`src/rtl/pov_pkg.sv`:
```
// pov_pkg: shared FSM encoding and default timing parameters for the POV arm timing blocks.
package pov_pkg;
  typedef enum logic {
    ST_INICIO   = 1'b0,
    ST_MIDIENDO = 1'b1
  } estado_t;
  localparam int PRESC_DEF   = 50;
  localparam int ANCHO_DEF   = 20;
  localparam int MIN_PER_DEF = 16;
endpackage

```
`src/rtl/sincro_flanco.sv`:
```
// sincro_flanco: 2-flop synchronizer plus history flop; flanco is a 1-cycle pulse on a rising edge of in.
// Ports: Reloj (clock), nReset (async, active low), in (async level), flanco (rising-edge pulse).
module sincro_flanco (
  input  logic Reloj,
  input  logic nReset,
  input  logic in,
  output logic flanco
);
  logic s1_q, s2_q, h_q;
  logic s1_d, s2_d, h_d;
  always_comb begin
    s1_d = in;
    s2_d = s1_q;
    h_d  = s2_q;
  end
  always_ff @(posedge Reloj or negedge nReset)
    if (!nReset) begin
      s1_q <= 1'b0;
      s2_q <= 1'b0;
      h_q  <= 1'b0;
    end else begin
      s1_q <= s1_d;
      s2_q <= s2_d;
      h_q  <= h_d;
    end
  assign flanco = s2_q & ~h_q;
endmodule

```
`src/rtl/medidor_periodo.sv`:
```
// medidor_periodo: measures prescaled ticks between hall-sensor rising edges and publishes the period.
// Ports: Reloj (clock), nReset (async, active low), Pulso (async hall pulse),
//        Periodo (last accepted period), Valido (1-cycle update strobe),
//        Listo (a period is available), Parado (counter saturated, rotor stopped).
module medidor_periodo
  import pov_pkg::*;
#(
  parameter int PRESC   = PRESC_DEF,
  parameter int ANCHO   = ANCHO_DEF,
  parameter int MIN_PER = MIN_PER_DEF
) (
  input  logic             Reloj,
  input  logic             nReset,
  input  logic             Pulso,
  output logic [ANCHO-1:0] Periodo,
  output logic             Valido,
  output logic             Listo,
  output logic             Parado
);
  localparam int PW = PRESC > 1 ? $clog2(PRESC) : 1;
  localparam logic [PW-1:0] PRE_FIN = PW'(PRESC - 1);
  // The edge cycle itself is prescaler step 0, so the register restarts at 1;
  // this makes the captured count floor(D/PRESC).
  localparam logic [PW-1:0] PRE_ARR = PW'(PRESC > 1 ? 1 : 0);
  localparam logic [ANCHO-1:0] CONT_MAX = '1;
  localparam logic [ANCHO-1:0] CONT_MIN = ANCHO'(MIN_PER);
  estado_t state_q, state_d;
  logic [PW-1:0] pre_q, pre_d;
  logic [ANCHO-1:0] cont_q, cont_d, cont_inc, periodo_q, periodo_d;
  logic valido_q, valido_d, listo_q, listo_d, parado_q, parado_d;
  logic flanco, tick, acepta;
  sincro_flanco u_sincro (
    .Reloj (Reloj),
    .nReset(nReset),
    .in    (Pulso),
    .flanco(flanco)
  );
  always_comb begin
    tick      = pre_q == PRE_FIN;
    cont_inc  = (tick && cont_q != CONT_MAX) ? cont_q + 1'b1 : cont_q;
    acepta    = state_q == ST_MIDIENDO && flanco && cont_q >= CONT_MIN;
    state_d   = state_q;
    pre_d     = tick ? '0 : pre_q + 1'b1;
    cont_d    = cont_inc;
    periodo_d = periodo_q;
    valido_d  = 1'b0;
    listo_d   = listo_q;
    parado_d  = parado_q;
    if (state_q == ST_INICIO) begin
      cont_d = '0;
      if (flanco) begin
        pre_d   = PRE_ARR;
        state_d = ST_MIDIENDO;
      end
    end else if (acepta) begin
      periodo_d = cont_q;
      valido_d  = 1'b1;
      listo_d   = 1'b1;
      parado_d  = 1'b0;
      cont_d    = '0;
      pre_d     = PRE_ARR;
    end else if (cont_inc == CONT_MAX) begin
      state_d  = ST_INICIO;
      parado_d = 1'b1;
      listo_d  = 1'b0;
    end
  end
  always_ff @(posedge Reloj or negedge nReset)
    if (!nReset) begin
      state_q   <= ST_INICIO;
      pre_q     <= '0;
      cont_q    <= '0;
      periodo_q <= '0;
      valido_q  <= 1'b0;
      listo_q   <= 1'b0;
      parado_q  <= 1'b0;
    end else begin
      state_q   <= state_d;
      pre_q     <= pre_d;
      cont_q    <= cont_d;
      periodo_q <= periodo_d;
      valido_q  <= valido_d;
      listo_q   <= listo_d;
      parado_q  <= parado_d;
    end
  assign Periodo = periodo_q;
  assign Valido  = valido_q;
  assign Listo   = listo_q;
  assign Parado  = parado_q;
endmodule
```
`config.mk`:
```
export PLATFORM = sky130hd
export DESIGN_NAME = medidor_periodo
export DESIGN_NICKNAME = d
export VERILOG_FILES = /design/src/rtl/pov_pkg.sv /design/src/rtl/sincro_flanco.sv /design/src/rtl/medidor_periodo.sv
export SDC_FILE = /design/constraint.sdc
export NUM_CORES = 1
export LEC_CHECK = 0
export ABC_CLOCK_PERIOD_IN_PS = 2900
export CORE_ASPECT_RATIO = 1.75
export CORE_UTILIZATION = 35
export CTS_CLUSTER_DIAMETER = 80
export DETAILED_ROUTE_END_ITERATION = 8
export SLEW_MARGIN = 15
export SYNTH_ARGS = -nofsm -noshare
export SYNTH_HDL_FRONTEND = slang
export SYNTH_SLANG_ARGS = --single-unit
```
`constraint.sdc`:
```
create_clock -name Reloj -period 2.9 [get_ports Reloj]
set_input_delay 0.87 -clock Reloj [delete_from_list [all_inputs] [get_ports Reloj]]
set_output_delay 0.87 -clock Reloj [all_outputs]
set_load 0.005 [all_outputs]
```
* Word level (Yosys, flattened, before mapping)
Index checks and enable logic that the tools add are counted.
Widths: inputs -> output; s select.
** Cells by class
- $add $sub $neg :: 2
- Order comparisons :: 1
- Equal/unequal tests :: 3
- Muxes and demuxes :: 17
- Bitwise gates (word level) :: 2
- Reduce and logical (&&, ||, !) cells :: 6
** Operators with widths (number)
- $mux 20 :: 3
- $mux 6 :: 4
- $add 20x1->20 const B :: 1
- $eq 20x20->1 const B :: 1
- $ge 20x5->1 const B :: 1
- $ne 20x20->1 const B :: 1
- $mux 1 :: 10
- $add 6x1->6 const B :: 1
- $eq 6x6->1 const B :: 1
- $reduce_and 2->1 :: 2
- $logic_and 1x1->1 :: 3
- $reduce_bool 2->1 :: 1
- $and 1x1->1 :: 1
- $not 1->1 :: 1
** Word-level totals
- Bits in registers :: 53
- Output and inout port bits :: 23

* Depth between registers and ports, before layout
- Depth after elaboration :: 7
- Mapped depth :: 9
- Gate-level depth less buffers :: 9

* Cells and area by module
Synthesis repeated with hierarchy kept, for this count alone.
** Second synthesis, totals
- Cell total of the unflattened synthesis :: 300
- Area, all modules :: 2740.1 um^2
** By module, submodules not included
- medidor_periodo :: times used 1, cells each 296, area each 2651.3 um^2, seq. area each 1251.2 um^2
- sincro_flanco :: times used 1, cells each 4, area each 88.8 um^2, seq. area each 75.1 um^2

* Worst setup path after synthesis
OpenSTA, ideal clock, no wires.
- Path type :: flip-flop to flip-flop
- Start :: register cont_q[0]
- End :: register parado_q (netlist: Parado)
- Setup time :: 119 ps
- Arrival :: 2034 ps
- Data required time :: 2781 ps
- Path slack :: 748 ps
- Stages on the path, launching flop included :: 10
- Path through :: dfrtp_1 > ha_1 > nand3_1 > or2_1 > buf_6 > o211a_1 > o221a_1 > o2111ai_2 > nor4_2 > o21a_1
** Between the ends
- Cells in the longest elaborated chain, start to end :: 6
- Elaborated cells on any way between the ends :: 10
** Ends and longest elaborated chain
- start: declaration :: RTL line medidor_periodo.sv:29 : logic [ANCHO-1:0] cont_q, cont_d, cont_inc, periodo_q, periodo_d;
- start signal: assignment :: RTL line medidor_periodo.sv:80 : cont_q <= cont_d;
- branches (longest 6 deep; another with $add 20x1->20)
- end signal: assignment :: RTL line medidor_periodo.sv:84 : parado_q <= parado_d;
- end: declaration :: RTL line medidor_periodo.sv:30 : logic valido_q, valido_d, listo_q, listo_d, parado_q, parado_d;
Several ways; the timed one is not identified.
A chain may end at the register's enable or synchronous reset.

* Worst setup path in the final report
- Start :: register pre_q[1]
- End :: register listo_q (netlist: Listo)
** Between the ends
- Cells in the longest elaborated chain, start to end :: 6
** Ends and longest elaborated chain
- start: declaration :: RTL line medidor_periodo.sv:28 : logic [PW-1:0] pre_q, pre_d;
- start signal: assignment :: RTL line medidor_periodo.sv:79 : pre_q <= pre_d;
- $eq 6x6->1 :: RTL line medidor_periodo.sv:39 : tick = pre_q == PRE_FIN;
- $logic_and 1x1->1 :: RTL line medidor_periodo.sv:40 : cont_inc = (tick && cont_q != CONT_MAX) ? cont_q + 1'b1 : cont_q;
- $mux 20 :: RTL line medidor_periodo.sv:40
- $eq 20x20->1 :: RTL line medidor_periodo.sv:62 : end else if (cont_inc == CONT_MAX) begin
- $reduce_bool 2->1 (no source line)
- $reduce_and 2->1 (no source line)
- end signal: assignment :: RTL line medidor_periodo.sv:83 : listo_q <= listo_d;
- end: declaration :: RTL line medidor_periodo.sv:30
No other way between the ends.

==> out/results.txt <==
Total Die Area: 7580 µm²
Share of synthesized area occupied by flip-flops and latches: 52.4%
DP Area: 2830 µm²
Area of combinational cells with multiple inputs: 1120 µm²
Post-DP HPWL: 3950 µm
Core area: 6910 µm²
Total global-route track usage: 16.4%
Fraction of synthesized cell area taken by the top area cell type: 52.4%
Average wire length per cell after detail routing: 14.7 µm
Data arrival, critical path: 2.65 ns
DRC violation count after routing: 0
Number of nets still failing antenna checks after routing: 0
Count of synthesis-stage warnings from yosys: 0
Total power of the final layout: 1.56 mW
Number of DRC violations after detailed-routing iteration 0: 122
Number of standard cells after synthesis: 265
Area Growth Syn to Fin: 17.5%
Most frequent cells in the layout: nand2_1, dfrtp_1, nor2_1
Drt pass-1 iters: 4
Die Wd: 66.3 µm
Root buffer selected by CTS: clkbuf_16
Slowest cell on the critical path: nor4_4
Buffers plus inverters on the worst setup path: 1
TritonCTS buffer count: 5
Max-cap violations: 0
Final critical-path share of the clock period: 85.6%
Postcts setup bufs: 0
Max Clk Rate: 0.403 GHz
Nets@finish: 294
Maximum number of pins on one net before global-route repair: 54
Number of nets produced by synthesis: 272
Antenna diodes: 0
Count of input and output buffers: 25
Share of the core filled with cells: 43.0%
Total length of routed wires: 5470 µm
Critical Path Start Type: flop
TNS Setup: 0 ns
Count of pins over their slew limit: 0
Number of rows created at floorplan: 40
Congestion Overflow GR: 0
Cell area after synthesis: 2530 µm²
Die Height: 114 µm
Category of the worst setup path capture point: flop
Post-route cell area: 2970 µm²
Setup clock skew after layout: 0.00491 ns
Data required time at the worst endpoint: 3.07 ns
Ratio of routed vias to standard cells: 5.04
Clock transition at the registers of the reported paths: 0.07 ns
Mean area per synthesized cell: 9.54 µm²
Cell type with the highest aggregate area in the netlist: dfrtp_1
Fraction of final layout cells with drive strength greater than 1: 6.60%
Largest stage delay on the critical path: 0.46 ns
H-Tree Level Count: 2
Normalized max-slew margin: 45.3%
Peak supply drop: 0.197 mV
Starting utilization of the core area: 36.6%
Startpoint-to-endpoint class of the critical path: reg -> reg
Fill cells: 702
Top-Level Pins: 26
Run status: finished clean
TritonCTS clock tree: yes
Setup-violating endpoint count in the final report: 0
Power Dens Cells: 526 nW/µm²
Vias: 1875
Slew at the pin closest to its max-slew limit: 0.820 ns
Setup repair after global routing missed its margin: false
Number of antenna violations at the first check in global routing: 0
Number of gates resized after cts: 0
Dominant register cell in the synthesized netlist: dfrtp_1
Global-route wire length before repair: 9180 µm
Post-placement worst setup slack: 0.452 ns
Buffer depth of the longest clock path: 2
Register cell area after layout: 1330 µm²
Largest cells by area after synthesis: dfrtp_1, nand2_1, nor2_1
Number of hold violations in the final report: 0
FF+latch count, synth: 53
Most common cell after layout, fill and taps aside: nand2_1
Count of hold-fix buffers inserted at cts: 0
Top cell family by delay on the critical path: simple AND/OR/NAND/NOR gates
Critical Path, Cell by Cell: inv_1, ha_1, nand4b_4, nor4_4, nand4_1, xnor2_1, o2111ai_2, nor4_2, o21ai_1
Final GP Congestion: 0.825
Largest fanout on the critical path: 6
Minimum clock period after layout: 2.48 ns
Yosys cell types: 43
Class of the worst hold path: reg -> reg
Clock Sink Count: 53
Final setup margin: 0.418 ns
Cell leakage power: 1.41 nW
Worst-skew pair later-pin latency: 0.29 ns
Number of enable-type register cells in the synthesized netlist: 0
Via count of the first global-routing pass: 1849
Share of flip-flops with an asynchronous set or reset: 100%
[layout make-up]
class	count	share of cell area (%)
tap	84	3.54
timing repair buffer	27	8.76
clock buffer	6	4.34
inverter	6	0.758
sequential	53	44.6
multi-input combinational	194	37.6
clock inverter	2	0.337
[worst reg2reg max path: stages, from the launching register on]
cell       delay, ns
dfrtp_1         0.40
inv_1           0.06
ha_1            0.17
nand4b_4        0.15
nor4_4          0.46
nand4_1         0.17
xnor2_1         0.31
o2111ai_2       0.18
nor4_2          0.35
o21ai_1         0.10
[Yosys cell counts (2+ instances only)]
library cell  count
ha_1              4
nor4_1            6
xor2_1            9
nand2b_1          2
xnor2_1          10
dfrtp_1          53
nand2_1          68
nand4_1           3
o21ai_0           5
nor2b_1           4
nor4_2            2
buf_2             3
o21a_1            3
clkbuf_1          6
nor3_1            8
and2_1            3
nor2_1           29
inv_1             5
and3_1            7
o21ai_1           3
a21oi_1           2
nand3_1           8
o211ai_1          2
[final timing paths]
path                                from       endpoint  slack, ns  depth (start not counted)
setup reg to reg                pre_q[1]          Listo       0.42                          9
max in group asynchronous         nReset    Periodo[17]       1.75                          2
setup / recovery                pre_q[1]          Listo       0.42                          9
hold / removal             u_sincro.s1_q   u_sincro.h_d       0.35                          0
hold reg to reg            u_sincro.s1_q   u_sincro.h_d       0.35                          0
min in group asynchronous         nReset  u_sincro.s1_q       0.69                          2
[state kept, by name, summed over array words and instances, names as in the netlist]
name	count
u_sincro.s1_q	1
Parado	1
u_sincro.h_d	1
u_sincro.h_q	1
cont_q	20
state_q	1
Listo	1
Periodo	20
pre_q	6
Valido	1
[logic make-up (layout without fill, tap and decap cells)]
group	after synthesis	count (layout)	synth area share (%)
simple gates	147	147	28.7
flops	53	53	52.4
compound gates	23	23	6.58
xor+xnor	19	19	6.58
buf+inv	18	41	3.31
fa+ha+maj	4	4	1.98
mux	1	1	0.396
[routing by layer]
metal | wire, µm | share of wire (%) | vias to the layer above | track usage [%]
met3 | 175 | 3.2 | 10 | 2.99
li1 | - | - | 921 | -
met5 | 0 | 0 | - | 0
met1 | 2130 | 39 | 903 | 18.2
met2 | 2980 | 55 | 41 | 28.9
met4 | 177 | 3.2 | 0 | 8.79
[where the power goes]
part	total, mW	internal (mW)	switching, mW
Clock	0.577	0.318	0.259
Sequential	0.847	0.784	0.0635
Combinational	0.138	0.0602	0.0776
Total	1.56	1.16	0.400
[metrics by stage]
stage	hold WS, ns	std cells
after global routing	0.357	372
after detailed placement	0.335	364
after global placement	0.332	364
final	0.348	372
after floorplan	0.331	265
after CTS	0.350	372
Note: power is estimated with default switching activity, not from simulation.
